**src/rtl/strip_id_sequencer.sv**
```systemverilog
// strip_id_sequencer: maps a preprocessed height address to a table entry
// of prioritised strip-ID candidates and streams the valid ones, one per
// beat, over a valid/ready interface. The table can be rewritten at run time.
module strip_id_sequencer #(
  parameter int ADDR_W      = 4,
  parameter int NUM_ENTRIES = 10,
  parameter int ID_W        = 4,
  parameter int NUM_CAND    = 3,
  parameter logic [ID_W-1:0] INVALID_ID = 4'hD,
  parameter logic [NUM_ENTRIES*NUM_CAND*ID_W-1:0] INIT_TABLE =
    120'hCBA_8DD_68D_46D_24D_012_301_53D_75D_97D,
  localparam int SLOT_W = (NUM_CAND > 1) ? $clog2(NUM_CAND) : 1
) (
  input  logic                     clk,
  input  logic                     rst,
  input  logic                     req_valid,
  output logic                     req_ready,
  input  logic [ADDR_W-1:0]        req_addr,
  output logic                     out_valid,
  input  logic                     out_ready,
  output logic [ID_W-1:0]          out_id,
  output logic [SLOT_W-1:0]        out_slot,
  output logic                     out_last,
  output logic                     out_none,
  output logic                     out_clamped,
  input  logic                     cfg_we,
  input  logic [ADDR_W-1:0]        cfg_addr,
  input  logic [NUM_CAND*ID_W-1:0] cfg_data,
  output logic                     busy
);

  localparam int ENTRY_W = NUM_CAND * ID_W;

  typedef enum logic {IDLE, EMIT} state_t;

  state_t                               state_q, state_d;
  logic [NUM_ENTRIES-1:0][ENTRY_W-1:0]  table_q;
  logic [ENTRY_W-1:0]                   entry_q, entry_d;
  logic [NUM_CAND-1:0]                  mask_q, mask_d;
  logic                                 clamped_q, clamped_d;

  logic                                 reqClamp;
  logic [ADDR_W-1:0]                    effAddr;
  logic [ENTRY_W-1:0]                   lookupEntry;
  logic [NUM_CAND-1:0]                  lookupMask;
  logic [SLOT_W-1:0]                    selSlot;
  logic [ID_W-1:0]                      selId;
  logic                                 onlyOne;

  // Clamp the request address to the catch-all entry and build the pending
  // mask of the entry as it stands before any same-cycle config write.
  always_comb begin
    reqClamp    = 32'(req_addr) >= 32'(NUM_ENTRIES);
    effAddr     = reqClamp ? ADDR_W'(NUM_ENTRIES - 1) : req_addr;
    lookupEntry = table_q[effAddr];
    lookupMask  = '0;
    for (int k = 0; k < NUM_CAND; k++) begin
      lookupMask[k] = lookupEntry[(NUM_CAND-1-k)*ID_W +: ID_W] != INVALID_ID;
    end
  end

  // Pick the lowest-index pending candidate from the snapshot; candidate 0
  // lives in the most-significant field of the entry.
  always_comb begin
    selSlot = '0;
    selId   = INVALID_ID;
    for (int k = NUM_CAND - 1; k >= 0; k--) begin
      if (mask_q[k]) begin
        selSlot = SLOT_W'(k);
        selId   = entry_q[(NUM_CAND-1-k)*ID_W +: ID_W];
      end
    end
    onlyOne = (mask_q & (mask_q - NUM_CAND'(1))) == '0;
  end

  // Next-state and output decode: accept in IDLE, stream beats in EMIT,
  // retiring one pending candidate per handshake.
  always_comb begin
    state_d     = state_q;
    entry_d     = entry_q;
    mask_d      = mask_q;
    clamped_d   = clamped_q;
    req_ready   = 1'b0;
    out_valid   = 1'b0;
    out_id      = '0;
    out_slot    = '0;
    out_last    = 1'b0;
    out_none    = 1'b0;
    out_clamped = 1'b0;
    case (state_q)
      IDLE: begin
        req_ready = 1'b1;
        if (req_valid) begin
          entry_d   = lookupEntry;
          mask_d    = lookupMask;
          clamped_d = reqClamp;
          state_d   = EMIT;
        end
      end
      EMIT: begin
        out_valid   = 1'b1;
        out_clamped = clamped_q;
        if (mask_q != '0) begin
          out_id   = selId;
          out_slot = selSlot;
          out_last = onlyOne;
        end else begin
          out_id   = INVALID_ID;
          out_none = 1'b1;
          out_last = 1'b1;
        end
        if (out_ready) begin
          mask_d = mask_q & ~(NUM_CAND'(1) << selSlot);
          if (out_last) begin
            state_d = IDLE;
          end
        end
      end
      default: state_d = IDLE;
    endcase
  end

  // Request state registers; reset abandons any stream in progress.
  always_ff @(posedge clk) begin
    if (rst) begin
      state_q   <= IDLE;
      entry_q   <= '0;
      mask_q    <= '0;
      clamped_q <= 1'b0;
    end else begin
      state_q   <= state_d;
      entry_q   <= entry_d;
      mask_q    <= mask_d;
      clamped_q <= clamped_d;
    end
  end

  // Lookup table: reloads its power-on contents on reset, otherwise takes
  // in-range config writes in any state.
  always_ff @(posedge clk) begin
    if (rst) begin
      table_q <= INIT_TABLE;
    end else if (cfg_we && (32'(cfg_addr) < 32'(NUM_ENTRIES))) begin
      table_q[cfg_addr] <= cfg_data;
    end
  end

  assign busy = (state_q != IDLE);

endmodule
```
**config.mk**
```make
export PLATFORM = sky130hd
export DESIGN_NAME = strip_id_sequencer
export DESIGN_NICKNAME = d
export VERILOG_FILES = /design/src/rtl/strip_id_sequencer.sv
export SDC_FILE = /design/constraint.sdc
export NUM_CORES = 1
export LEC_CHECK = 0
export BUFFER_PORTS_ARGS = -buffer_cell sky130_fd_sc_hd__buf_2
export CORE_ASPECT_RATIO = 0.9
export CORE_MARGIN = 1
export CORE_UTILIZATION = 60
export CTS_CLUSTER_DIAMETER = 30
export CTS_CLUSTER_SIZE = 8
export DETAILED_ROUTE_END_ITERATION = 7
export MAX_ROUTING_LAYER = met4
export PLACE_DENSITY_LB_ADDON = 0.08
export SYNTH_ARGS = -nofsm -noshare
export SYNTH_HDL_FRONTEND = slang
export SYNTH_SLANG_ARGS = --single-unit
```
**constraint.sdc**
```tcl
create_clock -name clk -period 5.1 [get_ports clk]
set_input_delay 0.51 -clock clk [delete_from_list [all_inputs] [get_ports clk]]
set_output_delay 0.51 -clock clk [all_outputs]
set_load 0.1 [all_outputs]
```
Word level (Yosys, flattened, before mapping)
Cells that the tools add are included.
{"block": "totals", "wordCells": 67, "output_inout_bits": 12, "register_bits": 137}
{"block": "classes", "n_lt_le_gt_ge": 5, "mux": 31, "reduce_logical": 6, "bitwise_logic": 4, "n_addsub": 1, "shifts": 1, "eq_ne": 5}
{"cell": "bitwise mux 120 bit", "count": 1}
{"cell": "binary-select mux 12 bit (select 4 bit)", "count": 1}
{"cell": "demux 12 bit (select 4 bit)", "count": 1}
{"cell": "two-way mux 12 bit", "count": 2}
{"cell": "two-way mux 4 bit", "count": 6}
{"cell": "inequality test 4 bit (second input constant)", "count": 3}
{"cell": "two-way mux 1 bit", "count": 11}
{"cell": "less-than comparator 4 x 5 -> 1 bit (second input constant)", "count": 2}
{"cell": "two-way mux 2 bit", "count": 5}
{"cell": "AND 3 bit", "count": 2}
{"cell": "two-way mux 3 bit", "count": 2}
{"cell": "one-hot mux 3 bit (2 select lines)", "count": 1}
{"cell": "greater-or-equal comparator 4 x 1 -> 1 bit (second input constant)", "count": 1}
{"cell": "greater-or-equal comparator 4 bit (second input constant)", "count": 1}
{"cell": "less-than comparator 4 bit (second input constant)", "count": 1}
{"cell": "inequality test 2 bit (second input constant)", "count": 2}
{"cell": "AND reduction 2 bit", "count": 2}
{"cell": "logical NOT 3 bit", "count": 1}
{"cell": "inverter 3 bit", "count": 1}
{"cell": "nonzero test 3 bit", "count": 1}
{"cell": "<< shifter 1 x 2 -> 3 bit (first input constant)", "count": 1}
{"cell": "subtractor 3 x 1 -> 3 bit (second input constant)", "count": 1}
{"cell": "logical AND 1 bit", "count": 2}
{"cell": "one-hot mux 1 bit (2 select lines)", "count": 1}
{"cell": "inverter 1 bit", "count": 1}

Longest topological paths before layout
{"block": "logic_depth", "depth_word": 8, "depth_mapped": 8, "mapped_depth_nobuf": 5}

Worst setup path after synthesis
No wires, ideal clock.
{"block": "synth_timing", "path_kind": "reg2out", "startpoint": "reg state_q, in the netlist busy", "endpoint": "out out_none", "path_buffers": 0, "t_required_ns": 4.590, "setup_slack_ns": -0.254, "stages_incl_launch_ff": 3, "t_arrival_ns": 4.844, "cell_sequence": "dfxtp_1 -> inv_1 -> nor4_1"}
{"block": "synth_via", "elab_chain_cells": 1}
{"element": "start: declaration", "line_no": "36", "rtl": "state_t state_q, state_d;"}
{"element": "start signal: assignment", "line_no": "131", "rtl": "state_q <= state_d;"}
{"element": "two-way mux 1 bit", "line_no": "90", "rtl": "case (state_q)"}
{"element": "end: declaration", "line_no": "24", "rtl": "output logic out_none,"}
Every way passes these cells.

Final worst setup path
{"block": "layout_timing", "startpoint": "reg mask_q[1]", "endpoint": "out out_id[0]"}
{"block": "layout_via", "elab_chain_cells": 4}
{"element": "start: declaration", "line_no": "39", "rtl": "logic [NUM_CAND-1:0] mask_q, mask_d;"}
{"element": "start signal: assignment", "line_no": "133", "rtl": "mask_q <= mask_d;"}
{"element": "two-way mux 4 bit (2 in a row)", "line_no": "68", "rtl": "if (mask_q[k]) begin"}
{"element": "two-way mux 4 bit (*)", "line_no": "103", "rtl": "if (mask_q != '0) begin"}
{"element": "two-way mux 4 bit (*)", "line_no": "90"}
{"element": "end: declaration", "line_no": "21", "rtl": "output logic [ID_W-1:0] out_id,"}
Mark *: on every way between the ends. The rest lies on a longest branch, timed or not.

==> tab_implementation.tex <==
\begin{tabular}{lr}
\hline
Metric & Value \\
\hline
\multicolumn{2}{l}{\textbf{Worst setup path}} \\
\quad CP Data Required Time & 4.59 ns \\
\quad Number of cell instances on the worst register-to-register path & 3 \\
\quad CP max FO & 7 \\
\quad Reg-to-Reg End & mask\_q[2]\$\_SDFFE\_PP0P\_ \\
\quad Biggest cell delay along the critical path & 0.42 ns \\
\quad Buffer and inverter count on the worst path & 2 \\
\quad Critical Path AT & 1.93 ns \\
\quad Kind of cell with the highest combined delay on the critical path & buffers and inverters \\
\quad Ordered cell list for the critical path & inv\_1 > nand2\_1 > o22ai\_1 > o21ai\_0 > and2\_1 > buf\_2 \\
\quad Slack of the worst reg-to-reg path & 3.28 ns \\
\quad Number of stages on the worst setup path & 6 \\
\quad Crit Path Class & register to primary output \\
\quad CP endpoint kind & primary output \\
\quad FF-to-FF Start & busy\$\_SDFF\_PP0\_ \\
\quad Setup crit start & mask\_q[1]\$\_SDFFE\_PP0P\_ \\
\quad Critical Path End & out\_id[0] \\
\quad Critical path startpoint category & register \\
\quad Crit path max-delay cell type & dfxtp\_1 \\
\multicolumn{2}{l}{\textbf{CTS}} \\
\quad Largest buffer count on any clock path & 2 \\
\quad Count of hold buffers inserted by post-cts repair & 0 \\
\quad Cell at the root of the clock tree & clkbuf\_16 \\
\quad Clock transition at path regs & 0.06 ns \\
\quad Clk Latency, worst-skew pair & 0.42 ns \\
\quad Setup bufs post-CTS & 0 \\
\quad CTS tree & built \\
\quad TritonCTS buffer count & 17 \\
\quad Number of clock sinks & 137 \\
\quad Maximum level of the CTS H-tree & 4 \\
\quad Resized Gates After CTS & 0 \\
\multicolumn{2}{l}{\textbf{Cells and area}} \\
\quad Filler Cells Inserted & 776 \\
\quad Fraction of final layout cells with drive strength greater than 1 & 0.152 \\
\quad Number of nets at the end of the flow & 737 \\
\quad Area growth syn-to-layout & 10.6\% \\
\quad Number of antenna diodes & 0 \\
\quad Cell area after layout & 6870 um\^{}2 \\
\multicolumn{2}{l}{\textbf{Routing}} \\
\quad Routed vias/inst & 6.18 \\
\quad Number of design-rule violations left by the first detailed-router iteration & 545 \\
\quad Via count & 5255 \\
\quad Number of detailed-routing iterations run before antenna repair & 5 \\
\quad Average routed wire per standard cell & 19.9 um \\
\quad Post-detailed-route DRC marker count & 0 \\
\quad Wirelength, routed & 16900 um \\
\quad DRT antenna net count & 0 \\
\multicolumn{2}{l}{\textbf{Placement}} \\
\quad Routability congestion estimate & 0.817 \\
\quad Post-DP Area & 6330 um\^{}2 \\
\quad Detailed Place HPWL & 10300 um \\
\quad Port Buf Inserts & 36 \\
\multicolumn{2}{l}{\textbf{Global route}} \\
\quad Vias in the first global route & 5109 \\
\quad Pin count of the biggest net entering global routing & 73 \\
\quad Overall Global Routing Usage & 0.346 \\
\quad Global-route wire length before repair & 26800 um \\
\quad Number of antenna violations at the first check in global routing & 0 \\
\quad Remaining global-route overflow & 0 \\
\multicolumn{2}{l}{\textbf{STA}} \\
\quad Final count of negative-setup-slack endpoints & 0 \\
\quad Shortest clock period the worst path allows after layout & 2.44 ns \\
\quad Number of hold violations in the final report & 0 \\
\quad FMAX & 410 MHz \\
\quad Max-slew headroom at the worst pin & 0.197 \\
\quad Setup repair after global routing missed its margin & no \\
\quad Setup TNS Final & 0 ns \\
\quad Max-slew violation total from the final report & 0 \\
\quad Final worst-path cycle share & 0.478 \\
\quad Maximum clock skew at final layout & 0.0104 ns \\
\quad Worst-Margin Slew & 1.20 ns \\
\multicolumn{2}{l}{\textbf{Floorplanning}} \\
\quad Site row count & 34 \\
\quad Horizontal die dimension & 109 um \\
\quad Ports & 37 \\
\quad Starting density of the core & 0.630 \\
\quad Core region area & 9870 um\^{}2 \\
\quad Die footprint & 10800 um\^{}2 \\
\quad Die span in y & 98.5 um \\
\multicolumn{2}{l}{\textbf{Pwr}} \\
\quad Internal power component & 0.00182 W \\
\quad Switching share of power & 0.270 \\
\quad Sequential share of power & 0.449 \\
\quad LEAKAGE & 2.64 nW \\
\quad Combinational Power Share & 0.104 \\
\quad Power per Cell Area & 362 nW/um\^{}2 \\
\quad Fraction of power consumed by the clock network & 0.447 \\
\quad Switching power & 0.000671 W \\
\quad Peak supply drop & 272 uV \\
\multicolumn{2}{l}{\textbf{Yosys}} \\
\quad Sequential fraction of the synthesis area & 0.441 \\
\quad Number of register bits inferred by synthesis & 137 \\
\quad Number of synthesized flops with an enable pin & 0 \\
\quad Xor/xnor cell area share of the yosys netlist & 0 \\
\quad Post-synthesis compound-gate area fraction & 0.103 \\
\quad Synth Area in Simple Gates & 0.208 \\
\quad Post-synthesis share of cell area spent on full adders, half adders and majority gates & 0.00161 \\
\quad Synth Cell Area & 6210 um\^{}2 \\
\quad Post-Syn Nets & 734 \\
\quad Count of warnings emitted by yosys & 0 \\
\quad Mapped Avg Cell Area & 8.76 um\^{}2 \\
\quad Top flip-flop cell by instance count after synthesis & dfxtp\_1 \\
\quad Count of cell types in the netlist & 49 \\
\quad Fraction of registers with async set/reset & 0 \\
\quad Multiplexer area fraction after synthesis & 0.193 \\
\quad Number of cells produced by synthesis & 709 \\
\quad Combinational family with the most area after synthesis & simple AND/OR/NAND/NOR gates \\
\multicolumn{2}{l}{\textbf{Worst hold path}} \\
\quad Path type of the worst min-delay path & input port to register \\
\multicolumn{2}{l}{\textbf{Flow run}} \\
\quad Max-cap violations & 0 \\
\multicolumn{2}{l}{\textbf{Outcome}} \\
\quad Result of the run & finished clean \\
\hline
\end{tabular}
## layout by cell type (no fill, tap or decap), types with 7 or more instances in the layout
master     instances
nand2_1          171
dfxtp_1          137
mux2i_1           81
nor2_1            45
a21oi_1           44
buf_2             36
nand3_1           32
mux2_2            19
clkbuf_16         17
o21ai_0           10
nor2b_1           10
buf_4             10
and2_1             9
a211oi_1           8
nor3_1             7
## power groups by stage
stage / Combinational [W] / Clock (W) / Sequential (W)
2_1_floorplan: 0.000200 / 0 / 0.00114
6_report: 0.000259 / 0.00111 / 0.00112
3_3_place_gp: 0.000250 / 0 / 0.00114
5_1_grt: 0.000278 / 0.00116 / 0.00112
4_1_cts: 0.000257 / 0.00111 / 0.00111
3_5_place_dp: 0.000255 / 0 / 0.00114
## layout make-up
| cell class | instances | area, um^2 | area share |
|---|---|---|---|
| multi-input combinational | 505 | 3160 | 0.460 |
| sequential | 137 | 2740 | 0.399 |
| clock buffer | 20 | 457 | 0.0665 |
| timing repair buffer | 46 | 255 | 0.0372 |
| tap | 126 | 158 | 0.0230 |
| clock inverter | 12 | 77.6 | 0.0113 |
| inverter | 5 | 18.8 | 0.00273 |
## sequential cells by signal (all words and copies together) (netlist names)
signal and flops:
mask_q 3, table_q 120, busy 1, clamped_q 1, entry_q 12
## worst min path at each step
stage	slack (ns)	end	cells after the start	startpoint
floorplan	0.43	table_q[48]$_SDFFE_PP0P_	2	table_q[48]$_SDFFE_PP0P_
global placement	0.44	table_q[55]$_SDFFE_PP0P_	2	table_q[55]$_SDFFE_PP0P_
detailed placement	0.45	table_q[7]$_SDFFE_PP0P_	2	table_q[7]$_SDFFE_PP0P_
CTS	0.31	busy$_SDFF_PP0_	2	out_ready
global route	0.32	busy$_SDFF_PP0_	2	out_ready
finish	0.31	busy$_SDFF_PP0_	2	out_ready
## cell usage after synthesis, types with 3 or more instances
cell        n  share of area
nand2_1   171           0.10
dfxtp_1   137           0.44
mux2i_1    81           0.13
nor2_1     45          0.027
a21oi_1    44          0.035
clkbuf_1   42          0.025
nand3_1    32          0.026
mux2_2     19          0.034
buf_2      13          0.010
nor2b_1    10          0.010
o21ai_0    10         0.0081
and2_1      9         0.0091
a211oi_1    8         0.0097
nor3_1      8         0.0064
nand2b_1    6         0.0060
o22ai_1     6         0.0060
inv_1       5         0.0030
mux4_2      5          0.018
nor3b_1     4         0.0048
o211a_1     4         0.0064
o31a_1      4         0.0056
a221o_1     3         0.0048
buf_4       3         0.0036
nand3b_1    3         0.0036
## worst register-to-register path: cells and delay by family (launching register included)
| family | cells | cell delay (ns) |
|---|---|---|
| DFF | 1 | 0.40 |
| AOI/OAI and AO/OA | 2 | 0.47 |
| and+or+nand+nor | 1 | 0.87 |
## per-stage QoR
step           utilization  setup slack, ns  hold WS, ns  power [W]  instances
2_1_floorplan            -            0.507        0.432    0.00134        709
3_3_place_gp         0.642             2.55        0.439    0.00139        819
3_5_place_dp         0.642             2.51        0.447    0.00139        819
4_1_cts              0.696             2.67        0.306    0.00248        851
5_1_grt              0.696             2.48        0.323    0.00256        851
6_report             0.696             2.66        0.307    0.00249        851
## routing by layer
metal / track usage / vias up / wire length, um
met3: 0.0754 / 29 / 1370
met1: 0.430 / 2548 / 7190
met5: - / - / 0
li1: - / 2435 / -
met4: 0.120 / 0 / 279
met2: 0.555 / 243 / 8110
## logic make-up (layout without fill, tap and decap cells)
group                    after synthesis  after routing
AND/OR/NAND/NOR                      299            299
flip-flops                           137            137
multiplexers                         108            108
AO/OA/AOI/OAI                         97             97
buffers and inverters                 67             83
adder cells (fa/ha/maj)                1              1
No activity file was read; power rests on OpenSTA's default activity.
